$ cat config.mk
export PLATFORM = sky130hd
export DESIGN_NAME = slot_game_ctrl
export DESIGN_NICKNAME = d
export VERILOG_FILES = /design/src/rtl/slot_game_ctrl.sv
export SDC_FILE = /design/constraint.sdc
export NUM_CORES = 1
export LEC_CHECK = 0
export ABC_AREA = 1
export CAP_MARGIN = 20
export CORE_MARGIN = 1
export CORE_UTILIZATION = 30
export CTS_CLUSTER_DIAMETER = 100
export DETAILED_ROUTE_END_ITERATION = 8
export PLACE_DENSITY = 0.45
export SETUP_SLACK_MARGIN = 0.1
export SLEW_MARGIN = 20
export SYNTH_ARGS = -nofsm -noshare
export SYNTH_HDL_FRONTEND = slang
export SYNTH_SLANG_ARGS = --single-unit
$ cat constraint.sdc
create_clock -name clk -period 7.61 [get_ports clk]
set_input_delay 1.522 -clock clk [delete_from_list [all_inputs] [get_ports clk]]
set_output_delay 1.522 -clock clk [all_outputs]
set_load 0.02 [all_outputs]
$ cat src/rtl/slot_game_ctrl.sv
// slot_game_ctrl - game sequencer for the slot-machine datapath.
//
// Takes debounced coin and spin pulses. On an accepted spin it debits the bet
// and runs all four reels, then stops them in staggered order. It evaluates
// the frozen digits and credits any payout. This block is the only writer of
// the balance register.
//
// Ports:
//   clk, rst                      clock, synchronous active-high reset
//   coin_1/10/50/100              single-cycle credit pulses
//   spin                          single-cycle spin request
//   bet_sel[1:0]                  bet size 1/5/10/50, sampled at acceptance
//   reel0..reel3[3:0]             live reel digits from the reel generator
//   reel_run[3:0]                 per-reel run enables
//   balance, win_amt[BAL_W-1:0]   current credit, payout of the last spin
//   busy, insufficient, state[2:0] status outputs
//
// Build option: define SLOT_JACKPOT_EN to make four 7s pay 500x the bet.
module slot_game_ctrl #(
    parameter int BAL_W    = 27,
    parameter int SPIN_CYC = 50,
    parameter int STAGGER  = 25
) (
    input  logic             clk,
    input  logic             rst,
    input  logic             coin_1,
    input  logic             coin_10,
    input  logic             coin_50,
    input  logic             coin_100,
    input  logic             spin,
    input  logic [1:0]       bet_sel,
    input  logic [3:0]       reel0,
    input  logic [3:0]       reel1,
    input  logic [3:0]       reel2,
    input  logic [3:0]       reel3,
    output logic [3:0]       reel_run,
    output logic [BAL_W-1:0] balance,
    output logic [BAL_W-1:0] win_amt,
    output logic             busy,
    output logic             insufficient,
    output logic [2:0]       state
);
    localparam int AW      = BAL_W + 8;
    localparam int CNT_MAX = (SPIN_CYC > STAGGER) ? SPIN_CYC : STAGGER;
    localparam int CNT_W   = $clog2(CNT_MAX + 1);

    localparam logic [2:0] S_IDLE = 3'd0;
    localparam logic [2:0] S_SPIN = 3'd1;
    localparam logic [2:0] S_STOP = 3'd2;
    localparam logic [2:0] S_EVAL = 3'd3;
    localparam logic [2:0] S_PAY  = 3'd4;

    localparam logic [AW-1:0] BAL_MAX = AW'({BAL_W{1'b1}});

    logic [2:0]       state_q, state_d;
    logic [CNT_W-1:0] cnt_q, cnt_d;
    logic [3:0]       reel_run_q, reel_run_d;
    logic [5:0]       bet_q, bet_d;
    logic [3:0][3:0]  digit_q, digit_d;
    logic [BAL_W-1:0] balance_q, balance_d;
    logic [BAL_W-1:0] win_amt_q, win_amt_d;
    logic             insufficient_q, insufficient_d;

    logic [5:0]    bet_req;
    logic [AW-1:0] debit, coin_sum, payout, pay_calc, sum, b;

    always_comb begin
        case (bet_sel)
            2'b00:   bet_req = 6'd1;
            2'b01:   bet_req = 6'd5;
            2'b10:   bet_req = 6'd10;
            default: bet_req = 6'd50;
        endcase
    end

    // Payout from the latched digits and bet; multiplies are shift-adds.
    always_comb begin
        b        = AW'(bet_q);
        pay_calc = '0;
`ifdef SLOT_JACKPOT_EN
        if (digit_q[0] == 4'd7 && digit_q[1] == 4'd7 &&
            digit_q[2] == 4'd7 && digit_q[3] == 4'd7)
            pay_calc = (b << 8) + (b << 7) + (b << 6) + (b << 5) + (b << 4) + (b << 2);
        else
`endif
        if (digit_q[0] == digit_q[1] && digit_q[1] == digit_q[2] && digit_q[2] == digit_q[3])
            pay_calc = (b << 6) + (b << 5) + (b << 2);
        else if (digit_q[0] == digit_q[1] && digit_q[1] == digit_q[2])
            pay_calc = (b << 3) + (b << 1);
        else if (digit_q[0] == digit_q[1])
            pay_calc = b << 1;
    end

    always_comb begin
        state_d        = state_q;
        cnt_d          = cnt_q;
        reel_run_d     = reel_run_q;
        bet_d          = bet_q;
        digit_d        = digit_q;
        win_amt_d      = win_amt_q;
        insufficient_d = 1'b0;
        debit          = '0;
        payout         = '0;

        case (state_q)
            S_IDLE: begin
                if (spin) begin
                    // Affordability uses the pre-update balance; same-cycle coins don't count.
                    if (AW'(balance_q) >= AW'(bet_req)) begin
                        bet_d      = bet_req;
                        debit      = AW'(bet_req);
                        reel_run_d = 4'b1111;
                        cnt_d      = '0;
                        state_d    = S_SPIN;
                    end else begin
                        insufficient_d = 1'b1;
                    end
                end
            end
            S_SPIN: begin
                if (cnt_q == CNT_W'(SPIN_CYC - 1)) begin
                    cnt_d      = '0;
                    reel_run_d = 4'b1110;
                    state_d    = S_STOP;
                end else begin
                    cnt_d = cnt_q + 1'b1;
                end
            end
            S_STOP: begin
                // Shifting left clears the next reel's enable, lowest reel first.
                if (reel_run_q == 4'b0000) begin
                    state_d = S_EVAL;
                end else if (cnt_q == CNT_W'(STAGGER - 1)) begin
                    cnt_d      = '0;
                    reel_run_d = reel_run_q << 1;
                end else begin
                    cnt_d = cnt_q + 1'b1;
                end
            end
            S_EVAL: begin
                digit_d = {reel3, reel2, reel1, reel0};
                state_d = S_PAY;
            end
            S_PAY: begin
                payout    = pay_calc;
                win_amt_d = pay_calc[BAL_W-1:0];
                state_d   = S_IDLE;
            end
            default: state_d = S_IDLE;
        endcase

        coin_sum = (coin_1   ? AW'(1)   : '0) + (coin_10  ? AW'(10)  : '0) +
                   (coin_50  ? AW'(50)  : '0) + (coin_100 ? AW'(100) : '0);
        // Debit, coins and payout are folded into one update; saturate the total.
        sum       = AW'(balance_q) - debit + coin_sum + payout;
        balance_d = (sum > BAL_MAX) ? BAL_MAX[BAL_W-1:0] : sum[BAL_W-1:0];
    end

    always_ff @(posedge clk) begin
        if (rst) begin
            state_q        <= S_IDLE;
            cnt_q          <= '0;
            reel_run_q     <= '0;
            bet_q          <= '0;
            digit_q        <= '0;
            balance_q      <= '0;
            win_amt_q      <= '0;
            insufficient_q <= 1'b0;
        end else begin
            state_q        <= state_d;
            cnt_q          <= cnt_d;
            reel_run_q     <= reel_run_d;
            bet_q          <= bet_d;
            digit_q        <= digit_d;
            balance_q      <= balance_d;
            win_amt_q      <= win_amt_d;
            insufficient_q <= insufficient_d;
        end
    end

    assign reel_run     = reel_run_q;
    assign balance      = balance_q;
    assign win_amt      = win_amt_q;
    assign insufficient = insufficient_q;
    assign state        = state_q;
    assign busy         = (state_q != S_IDLE);
endmodule

Word level (Yosys, flattened, before mapping). Cells that the tools add are included.

Add/subtract/negate cells: 10. $lt $le $gt $ge: 2. Eq/ne operators: 17. Muxes and demuxes: 31. Bitwise operators: 2. Reduce and logical (&&, ||, !) cells: 12.

Operator list (count): $mux 35 (3); $mux 6 (9); $pmux 6 s3 (2); $add 35x35->35 (1); $add 35x8->35 (1); $gt 35x27->1 const B (1); $sub 27x35->35 (1); $ge 27x6->1 (1); $mux 27 (1); $mux 4 (6); $add 13x8->14 (1); $mux 7 (2); $add 12x11->13 (1); $eq 4x4->1 (3); $mux 3 (4); $ne 2x2->1 const B (6); $pmux 3 s4 (1); $pmux 4 s3 (1); $add 9x7->10 (1); $add 7x7->8 (1); $reduce_and 4->1 (2); $add 5x6->7 (1); $add 6x1->6 const B (1); $eq 3x2->1 const B (2); other kinds (17) (21).

Register bits: 90. Input bits: 25. Output and inout bits: 63. Logic and storage cells: 85.

Depth between registers and ports, before layout. Gate-level depths: netlist (run 1).

Word-level depth: 11. Mapped depth: 34. Gate-level depth less buffers: 33.

Least setup slack after synthesis (run 1). OpenSTA, ideal clock, no wires.

Path kind: input to register. Start: in bet_sel[1]. End: reg balance_q[5] (netlist: balance[5]). Setup time: 0.109 ns. Arrival time: 5.672 ns. Data required time: 7.501 ns. Setup slack: 1.829 ns. Cell stages on the path: 32. Path buffers: 1. Path through: inv_2 -> nor2_1 -> inv_1 -> ha_1 -> nand2_1 -> nor2_1 -> nand3_1 -> nand2_1 -> nand2_1 -> nand3_1 -> nand2_1 -> nor2_1 -> inv_1 -> fa_1 -> inv_1 -> fa_1 -> fa_1 -> inv_1 -> ha_1 -> fa_1 -> nand3_1 -> nand3_1 -> nand3_1 -> nand3_2 -> nand3_2 -> nand2_2 -> nand2_2 -> nor2_8 -> buf_8 -> nand3_2 -> nand2_1 -> inv_1.

Longest elaborated chain between the ends: 11. Elaborated cells on any way between the ends: 13. Classes of those cells: 3 x add/sub; 2 x order compare; 2 x eq/ne; 5 x mux; 1 x reduce/logical.

RTL lines: from (decl) (RTL line 31) `input logic [1:0] bet_sel,`; $eq 2x2->1 (tied with other cells) (RTL line 68) `case (bet_sel)`; $pmux 6 s3 * (RTL line 68); $ge 27x6->1 (RTL line 109) `if (AW'(balance_q) >= AW'(bet_req)) begin`; $mux 6 * (RTL line 109); $mux 6 * (RTL line 107) `if (spin) begin`; $mux 6 * (RTL line 105) `case (state_q)`; $sub 27x35->35 * (RTL line 155) `sum = AW'(balance_q) - debit + coin_sum + payout;`; $add 35x8->35 * (RTL line 155); $add 35x35->35 * (RTL line 155); $gt 35x27->1 (RTL line 156) `balance_d = (sum > BAL_MAX) ? BAL_MAX[BAL_W-1:0] : sum[BAL_W-1:0];`; $mux 27 * (RTL line 156); to (signal assigned) (RTL line 175) `balance_q <= balance_d;`; to (decl) (RTL line 60) `logic [BAL_W-1:0] balance_q, balance_d;`.

Mark *: on every way between the ends. The rest lies on a longest branch, timed or not. A chain may end at the register's enable or synchronous reset.

Worst setup path in the final report (run 1).
Start: in bet_sel[1]. End: reg balance_q[14] (netlist: balance[14]).

Longest elaborated chain between the ends: 11. Elaborated cells on any way between the ends: 13. Classes of those cells: 3 x add/sub; 2 x order compare; 2 x eq/ne; 5 x mux; 1 x reduce/logical.

RTL lines: $eq 2x2->1 (tied with other cells) (RTL line 68); $pmux 6 s3 * (RTL line 68); net bet_req[0] (RTL line 64) `logic [5:0] bet_req;`; $ge 27x6->1 (RTL line 109); $mux 6 * (RTL line 109); $mux 6 * (RTL line 107); $mux 6 * (RTL line 105); $sub 27x35->35 * (RTL line 155); $add 35x8->35 * (RTL line 155); $add 35x35->35 * (RTL line 155); $gt 35x27->1 (RTL line 156); $mux 27 * (RTL line 156).

The timed path passes the listed nets; every way through them passes the cells marked *.

==> run summary, run 1 <==
The flow ran to the end, and the final reports show no timing, DRC or antenna violations. The logs give 1.69 ns for the worst setup slack for register-to-register paths and 43 for the number of distinct standard cells referenced by the synthesized netlist. The path class of the tightest hold or removal check is reg -> reg. In this run the worst path has a maximum fanout of 27. The number of violations reported at the end of detailed-routing iteration 0 is 240. Pin placement for this block handled 88 I/O pins. For the placeable core area, the log shows 0.0243 sq mm. Setup repair after global routing left no endpoint under its margin.

The count of cells along the worst hold path is 2, and the maximum level of the CTS H-tree is 3. The ratio of final minimum period to clock period is 0.898. In the routed design, unresolved DRC markers number 0.

In this run the tool buffered the top-level ports with 72 buffer cells. For the finished layout, the period the worst path requires is 6.83 ns. The count of flip-flops with a built-in enable after synthesis is 0.

Count of TritonRoute iterations in the first routing pass: 4. The share of cells above drive strength 1 works out to 0.0781. The via count of the first global-routing pass is 6348, and the fraction of registers with async set or reset after synthesis is 0. Setup violations remaining at the end of the flow were counted as 0. Clock slew at the register clock pins of the worst setup and hold paths: 0.06 ns. The end point of the most critical hold path was win_amt[10]$_SDFFE_PP0P_.

In this run the deepest clock path goes through 2 buffers. The run gives 1295 as the net count reported at finish. The primary flip-flop cell chosen by synthesis mapping is sky130_fd_sc_hd__dfxtp_1. In the final routed layout, each cell accounts on average for 14.2 um. After synthesis, the mean cell area works out to 6.97 sq um. The final cell count without fillers was 1464.

Among all stages on the critical path, the largest delay is contributed by sky130_fd_sc_hd__clkdlybuf4s50_1. At the end of routability-driven placement, the weighted congestion stood at 0.866. The synthesized design contains 74 register bits.

The endpoint identified for the worst register-to-register timing path is balance[14]$_SDFF_PP0_. The total routing resource utilization after global routing is 0.171. Dividing the detail-routed via count by the number of cells gives 4.42. The routed layout has 6466 vias. The total setup buffers inserted after CTS is 0.

The first global-routing pass estimated 33800 um of wire. 0 antenna diodes ended up in the layout. The tools report the endpoint kind of the worst setup timing path as a register.

After clock tree synthesis, the repair step resized 0 gates. After routing, the total negative slack on setup checks comes to 0 ns. The growth of design area from synthesis to finish was 17.2%. The tools report the data arrival time of the worst path as 7.08 ns. Clock root buffer: sky130_fd_sc_hd__clkbuf_16. In this run the vertical extent of the chip is 159 um.

Synthesis produced a netlist whose cell count is 1067. The final count of hold timing violations was 0. The tools report the worst reg2reg path startpoint as balance[14]$_SDFF_PP0_.

The highest cell delay on the worst timing path was 0.59 ns; the count of maximum capacitance violations was 0. The share of synthesized area occupied by flip-flops and latches is 0.199. The cell family contributing the most delay on the critical path is simple AND/OR/NAND/NOR gates. In this run the most critical hold path is launched from win_amt[10]$_SDFFE_PP0P_. For this run, the number of Yosys warnings is 0. Including well taps, the total number of placed cells is 1448.

The number of pins with negative max-slew slack in the final report came out at 0. The die is 159 um wide. In this run the remaining antenna-violating nets after routing total 0. The tools report the final core area utilization as 0.358. The logs give 0.35 ns for the clock latency reported for the late side of the worst-skew pair and 0.306 for the initial core utilization. In this design, the critical path's most frequently occurring cell is sky130_fd_sc_hd__nand3_1. For the pin with the worst max-slew slack, the measured transition is 0.991 ns. The worst-case headroom to the max-slew limit was 0.337; the row count was 57. At the worst endpoint, the required time is 7.86 ns. Detailed placement ended at an HPWL of 17100 um. The initial antenna violation count is 0. STA classifies the critical path startpoint as an input port. The number of buffers and inverters on the critical path is 7. The number of cells traversed by the worst register-to-register path works out to 28. The die covers 0.0254 sq mm.

Largest net degree at the start of global routing: 35. The fmax was 146 MHz. The routed wire length is 20800 um, and the number of hold-repair buffers added at the cts stage is 0.

Global routing finished with a remaining overflow of 0. The worst-case clock skew is 0.00899 ns. The type of the worst setup path is in -> reg. Across all hold checks on the routed design, the worst slack comes to 0.466 ns. The clock net in this run drives a total of 74 sinks. The CTS buffer count is 9.

The summed instance area of the synthesized netlist was 0.00744 sq mm. TritonCTS built the clock tree.
[worst register-to-register path, delay by kind of cell (launching register included)]
kind / cells / cell delay [ns]
buf+inv: 5 / 0.39
flops: 1 / 0.36
simple gates: 17 / 3.05
fa+ha+maj: 6 / 1.99
[cell usage after synthesis (2+ instances only)]
cell | n | area share
sky130_fd_sc_hd__nand2_1 | 234 | 0.12
sky130_fd_sc_hd__inv_1 | 197 | 0.099
sky130_fd_sc_hd__ha_1 | 117 | 0.20
sky130_fd_sc_hd__nor2_1 | 105 | 0.053
sky130_fd_sc_hd__dfxtp_1 | 74 | 0.20
sky130_fd_sc_hd__nand3_1 | 56 | 0.038
sky130_fd_sc_hd__a21oi_1 | 49 | 0.033
sky130_fd_sc_hd__o21ai_0 | 31 | 0.021
sky130_fd_sc_hd__nand3_2 | 27 | 0.036
sky130_fd_sc_hd__xnor2_1 | 20 | 0.024
sky130_fd_sc_hd__fa_1 | 18 | 0.048
sky130_fd_sc_hd__buf_4 | 17 | 0.017
sky130_fd_sc_hd__xor2_1 | 16 | 0.019
sky130_fd_sc_hd__nand2_2 | 13 | 0.011
sky130_fd_sc_hd__nor3_1 | 13 | 0.0087
sky130_fd_sc_hd__nand4_1 | 9 | 0.0076
sky130_fd_sc_hd__inv_2 | 8 | 0.0040
sky130_fd_sc_hd__clkbuf_1 | 7 | 0.0035
sky130_fd_sc_hd__nor2_2 | 7 | 0.0059
sky130_fd_sc_hd__o21bai_1 | 7 | 0.0071
sky130_fd_sc_hd__or2_2 | 6 | 0.0050
sky130_fd_sc_hd__a21oi_2 | 5 | 0.0059
sky130_fd_sc_hd__o211ai_1 | 3 | 0.0030
sky130_fd_sc_hd__a31oi_1 | 2 | 0.0017
sky130_fd_sc_hd__buf_12 | 2 | 0.0054
sky130_fd_sc_hd__buf_8 | 2 | 0.0040
sky130_fd_sc_hd__nor2_8 | 2 | 0.0054
sky130_fd_sc_hd__nor3b_1 | 2 | 0.0020
sky130_fd_sc_hd__nor4_1 | 2 | 0.0017
sky130_fd_sc_hd__o21a_1 | 2 | 0.0020
sky130_fd_sc_hd__or2_0 | 2 | 0.0017
[through the flow]
stage / instance area (sq um) / setup WS [ns]
after floorplan: 7490 / 1.83
after global placement: 8390 / 0.489
after detailed placement: 8390 / 0.393
after CTS: 8710 / 0.742
after global routing: 8710 / 0.256
final: 8710 / 0.776
[flip-flops by register name, summed over array words and instances, names as in the netlist]
register	cells
balance	27
digit_q	16
win_amt	12
cnt_q	6
bet_q	5
reel_run	4
state	3
insufficient	1
[how the worst max path moves through the flow]
| stage | startpoint | end | slack, ns | cells after the start |
|---|---|---|---|---|
| 2_1_floorplan | bet_sel[1] | balance[5]$_SDFF_PP0_ | 1.83 | 32 |
| 3_3_place_gp | bet_sel[0] | balance[10]$_SDFF_PP0_ | 0.49 | 28 |
| 3_5_place_dp | bet_sel[0] | balance[14]$_SDFF_PP0_ | 0.39 | 28 |
| 6_report | bet_sel[1] | balance[14]$_SDFF_PP0_ | 0.78 | 32 |
| 4_1_cts | bet_sel[1] | balance[14]$_SDFF_PP0_ | 0.74 | 28 |
| 5_1_grt | bet_sel[1] | balance[11]$_SDFF_PP0_ | 0.26 | 32 |
[kinds of logic after synthesis]
family	share of synthesized area
xor gates and xnor gates	0.0424
DFF	0.199
adders and majority gates	0.245
buffers and inverters	0.137
and+or+nand+nor	0.299
other	0.000504
AOI/OAI and AO/OA	0.0769
[routing by layer]
metal,part of all wire,track usage,vias up
met2,0.46,0.286,105
li1,-,-,3442
met4,0.015,0.0411,0
met3,0.035,0.0300,18
met5,0,0,-
met1,0.49,0.227,2901
[layout make-up]
class	instances	area, sq um
Clock buffer	10	239
Clock inverter	6	88.8
Fill cell	2670	15600
Inverter	206	773
Multi-Input combinational cell	770	4990
Sequential cell	74	1480
Tap cell	324	405
Timing Repair Buffer	74	736
[cell usage in the layout, fill, tap and decap left out, types with 13 or more instances in the layout]
cell type | netlist | layout
sky130_fd_sc_hd__a21oi_1 | 49 | 49
sky130_fd_sc_hd__clkdlybuf4s50_1 | 0 | 72
sky130_fd_sc_hd__conb_1 | 1 | 15
sky130_fd_sc_hd__dfxtp_1 | 74 | 74
sky130_fd_sc_hd__fa_1 | 18 | 18
sky130_fd_sc_hd__ha_1 | 117 | 117
sky130_fd_sc_hd__inv_1 | 197 | 197
sky130_fd_sc_hd__nand2_1 | 234 | 234
sky130_fd_sc_hd__nand2_2 | 13 | 13
sky130_fd_sc_hd__nand3_1 | 56 | 56
sky130_fd_sc_hd__nand3_2 | 27 | 27
sky130_fd_sc_hd__nor2_1 | 105 | 105
sky130_fd_sc_hd__nor3_1 | 13 | 13
sky130_fd_sc_hd__o21ai_0 | 31 | 31
sky130_fd_sc_hd__xnor2_1 | 20 | 20
sky130_fd_sc_hd__xor2_1 | 16 | 16
Power of run 1 is not shown: default switching activity piles up to over one toggle a cycle in this logic, so the estimate is an artifact.
==> run 2, diff against run 1 <==
HOLD_SLACK_MARGIN = 0.1   (was default)
==> results of run 2 <==
Final layout, timing and power as in run 1 (identical DEF).
Power of run 2 is left out for the same reason.
==> run 3, diff against run 2 <==
CTS_BUF_LIST = sky130_fd_sc_hd__clkbuf_4   (was default)
GPL_ROUTABILITY_DRIVEN = 0   (was default)
MAX_ROUTING_LAYER = met4   (was default)
==> run summary, run 3 (same netlist as run 1, synthesis figures left out) <==
The run finished with clean final reports. From synthesis to final layout, the design area changed by 15.0%. The chip width came out at 159 um (unchanged). The average routed wire per standard cell is 14.2 um (-0.30%), and the total of cells resized after clock tree synthesis is 0 (unchanged). The clock slew at the register clock pins of the worst setup and hold paths came out at 0.14 ns (+0.08 ns). The routed wire length was 20800 um (-0.23%); the ratio of final minimum period to clock period was 0.883 (-0.0147).

The worst setup slack for register-to-register paths is 1.71 ns (+0.02 ns), and the area of all placed cells without fillers is 0.00855 sq mm (-1.9%). The min-delay analysis places its worst path in the category reg -> reg. The final cell count without fillers came out at 1465 (+0.068%). The instance area at placement is 0.00839 sq mm (unchanged), and the row count is 57 (unchanged). The tools report the CTS buffer count as 9 (unchanged). The initial antenna violation count was 1 (+1); the count of TritonRoute iterations in the first routing pass was 4 (unchanged). The area of the die was 0.0254 sq mm (unchanged).

The number of pins with negative max-slew slack in the final report was 0 (unchanged). The placeable core area came out at 0.0243 sq mm (unchanged). The initial core utilization was 0.306 (unchanged); the worst path setup slack after routing was 0.888 ns (+0.112 ns). The maximum fanout encountered on the critical timing path is 27 (unchanged), and the clock period minus final worst setup slack is 6.72 ns (-0.112 ns).

The run gives 0 (unchanged) as the remaining global-route overflow. The maximum level of the CTS H-tree came out at 3 (unchanged). The tools report the area occupied by multi-input gates as 0.00499 sq mm (unchanged).

The largest net degree at the start of global routing was 35 (unchanged). The logs give 6442 (-0.37%) for the number of vias in the routed layout and 17100 um (unchanged) for the post-detailed-placement half-perimeter wirelength. The number of hold-repair buffers added at the cts stage was 0 (unchanged). The run gives 0 (unchanged) as the final count of hold timing violations.

The tools report the worst setup path endpoint as balance[15]$_SDFF_PP0_. The summed negative setup slack over all endpoints is 0 ns (unchanged), and the total of fill cells in the finished design is 2687 (+0.64%). The run gives 0 (unchanged) as the count of maximum capacitance violations. The endpoint identified for the worst register-to-register timing path is balance[15]$_SDFF_PP0_. The number of violations reported at the end of detailed-routing iteration 0 was 211 (-12%). The clock net sink count is 74 (unchanged), and the worst-case headroom to the max-slew limit is 0.317 (-0.0202).

Quantity of I/O buffers inserted on ports: 72 (unchanged). The share of cells above drive strength 1 came out at 0.0772 (-0.000877). The register area came out at 0.00148 sq mm (unchanged). The logs give 0.393 ns (unchanged) for the post-placement worst setup slack and 0 (unchanged) for the remaining antenna violation count. In this run the critical register-to-register path is launched from balance[14]$_SDFF_PP0_. CTS placed an instance of sky130_fd_sc_hd__clkbuf_4 at the clock tree root. In this run the worst setup path begins at bet_sel[0].

The transition time at the pin with the least slew margin came out at 1.02 ns (+0.0301 ns). TritonCTS built the clock tree. The deepest clock path buffer count is 2 (unchanged), and the total setup buffers inserted after CTS is 0 (unchanged).

By startpoint and endpoint, the worst setup path is classified as in -> reg. The total routing resource utilization after global routing is 0.176 (+0.00455), and the data arrival time of the worst path is 7.10 ns (+0.02 ns). Setup repair after global routing left no endpoint under its margin. The run gives 0.0235 ns (+0.0145 ns) as the worst-case clock skew. The via count of the first global-routing pass is 6326 (-0.35%), and the data required time at the worst endpoint is 7.98 ns (+0.12 ns). The wire length of the first global-routing pass is 33700 um (-0.24%). Net count reported at finish: 1295 (unchanged). The detail-routed via count per cell came out at 4.40 (-0.44%). For the clock latency reported for the late side of the worst-skew pair, the log shows 0.47 ns (+0.12 ns).

The flip-flop count of the largest register after layout is 27 (unchanged). The worst setup path is captured at a register. The top cell types in the final layout, fill and taps aside, are 234 x sky130_fd_sc_hd__nand2_1, 197 x sky130_fd_sc_hd__inv_1, 117 x sky130_fd_sc_hd__ha_1, 105 x sky130_fd_sc_hd__nor2_1, 74 x sky130_fd_sc_hd__dfxtp_1. Setup violation total in the final timing report: 0 (unchanged). The count of placed standard cells including taps was 1448 (unchanged); the top-level I/O count was 88 (unchanged). The run gives 149 MHz (+1.7%) as the fmax. STA classifies the critical path startpoint as an input port.

The DRC violations left was 0 (unchanged); the number of cells traversed by the worst register-to-register path was 28 (unchanged). Leaving out fill and tap cells, the most frequent cell in the layout is sky130_fd_sc_hd__nand2_1. The die height works out to 159 um (unchanged).
## run 3: final cells by class
class / instances / share of cell area
sequential: 74 / 0.173
antenna: 1 / 0.000293
multi-input combinational: 770 / 0.584
timing repair buffer: 74 / 0.0861
tap: 324 / 0.0474
inverter: 206 / 0.0904
clock buffer: 9 / 0.00790
clock inverter: 7 / 0.0108
## run 3: per-layer routing
| metal | vias up | share of wire | GRT usage |
|---|---|---|---|
| met3 | 16 | 0.029 | 0.0289 |
| met4 | 0 | 0.014 | 0.0385 |
| met2 | 93 | 0.46 | 0.286 |
| met1 | 2894 | 0.50 | 0.227 |
| met5 | - | 0 | - |
| li1 | 3439 | - | - |
## run 3: worst min path at each step
| stage | start | endpoint | slack, ns | cells past startpoint |
|---|---|---|---|---|
| final | win_amt[10]$_SDFFE_PP0P_ | win_amt[10]$_SDFFE_PP0P_ | 0.47 | 2 |
| after global routing | win_amt[1]$_SDFFE_PP0P_ | win_amt[1]$_SDFFE_PP0P_ | 0.50 | 2 |
| after CTS | win_amt[8]$_SDFFE_PP0P_ | win_amt[8]$_SDFFE_PP0P_ | 0.48 | 2 |
| after detailed placement | win_amt[8]$_SDFFE_PP0P_ | win_amt[8]$_SDFFE_PP0P_ | 0.46 | 2 |
| after floorplan | digit_q[1]$_SDFFE_PP0P_ | digit_q[1]$_SDFFE_PP0P_ | 0.47 | 2 |
| after global placement | win_amt[8]$_SDFFE_PP0P_ | win_amt[8]$_SDFFE_PP0P_ | 0.45 | 2 |
## run 3: worst max-delay path, cell delays in order
cell	delay, ns
sky130_fd_sc_hd__clkdlybuf4s50_1	0.59
sky130_fd_sc_hd__nand2_1	0.13
sky130_fd_sc_hd__ha_1	0.34
sky130_fd_sc_hd__nand2_1	0.06
sky130_fd_sc_hd__nor3_1	0.18
sky130_fd_sc_hd__nand4_1	0.18
sky130_fd_sc_hd__nand3_1	0.16
sky130_fd_sc_hd__nand2_1	0.16
sky130_fd_sc_hd__nor2_1	0.20
sky130_fd_sc_hd__inv_1	0.08
sky130_fd_sc_hd__fa_1	0.48
sky130_fd_sc_hd__inv_1	0.05
sky130_fd_sc_hd__fa_1	0.48
sky130_fd_sc_hd__fa_1	0.42
sky130_fd_sc_hd__inv_1	0.06
sky130_fd_sc_hd__ha_1	0.19
sky130_fd_sc_hd__fa_1	0.25
sky130_fd_sc_hd__nand3_1	0.09
sky130_fd_sc_hd__nand3_1	0.16
sky130_fd_sc_hd__nand3_1	0.12
sky130_fd_sc_hd__nand3_2	0.12
sky130_fd_sc_hd__nand3_2	0.08
sky130_fd_sc_hd__nand2_2	0.10
sky130_fd_sc_hd__nand2_2	0.09
sky130_fd_sc_hd__nor2_8	0.48
sky130_fd_sc_hd__nand3_1	0.14
sky130_fd_sc_hd__nand2_1	0.09
sky130_fd_sc_hd__inv_1	0.04
## run 3: metrics by stage
stage	hold WS [ns]	util
after CTS	0.476	0.351
after global placement	0.454	0.345
after floorplan	0.470	-
final	0.474	0.352
after detailed placement	0.456	0.345
after global routing	0.499	0.352
Power of run 3 is left out for the same reason.
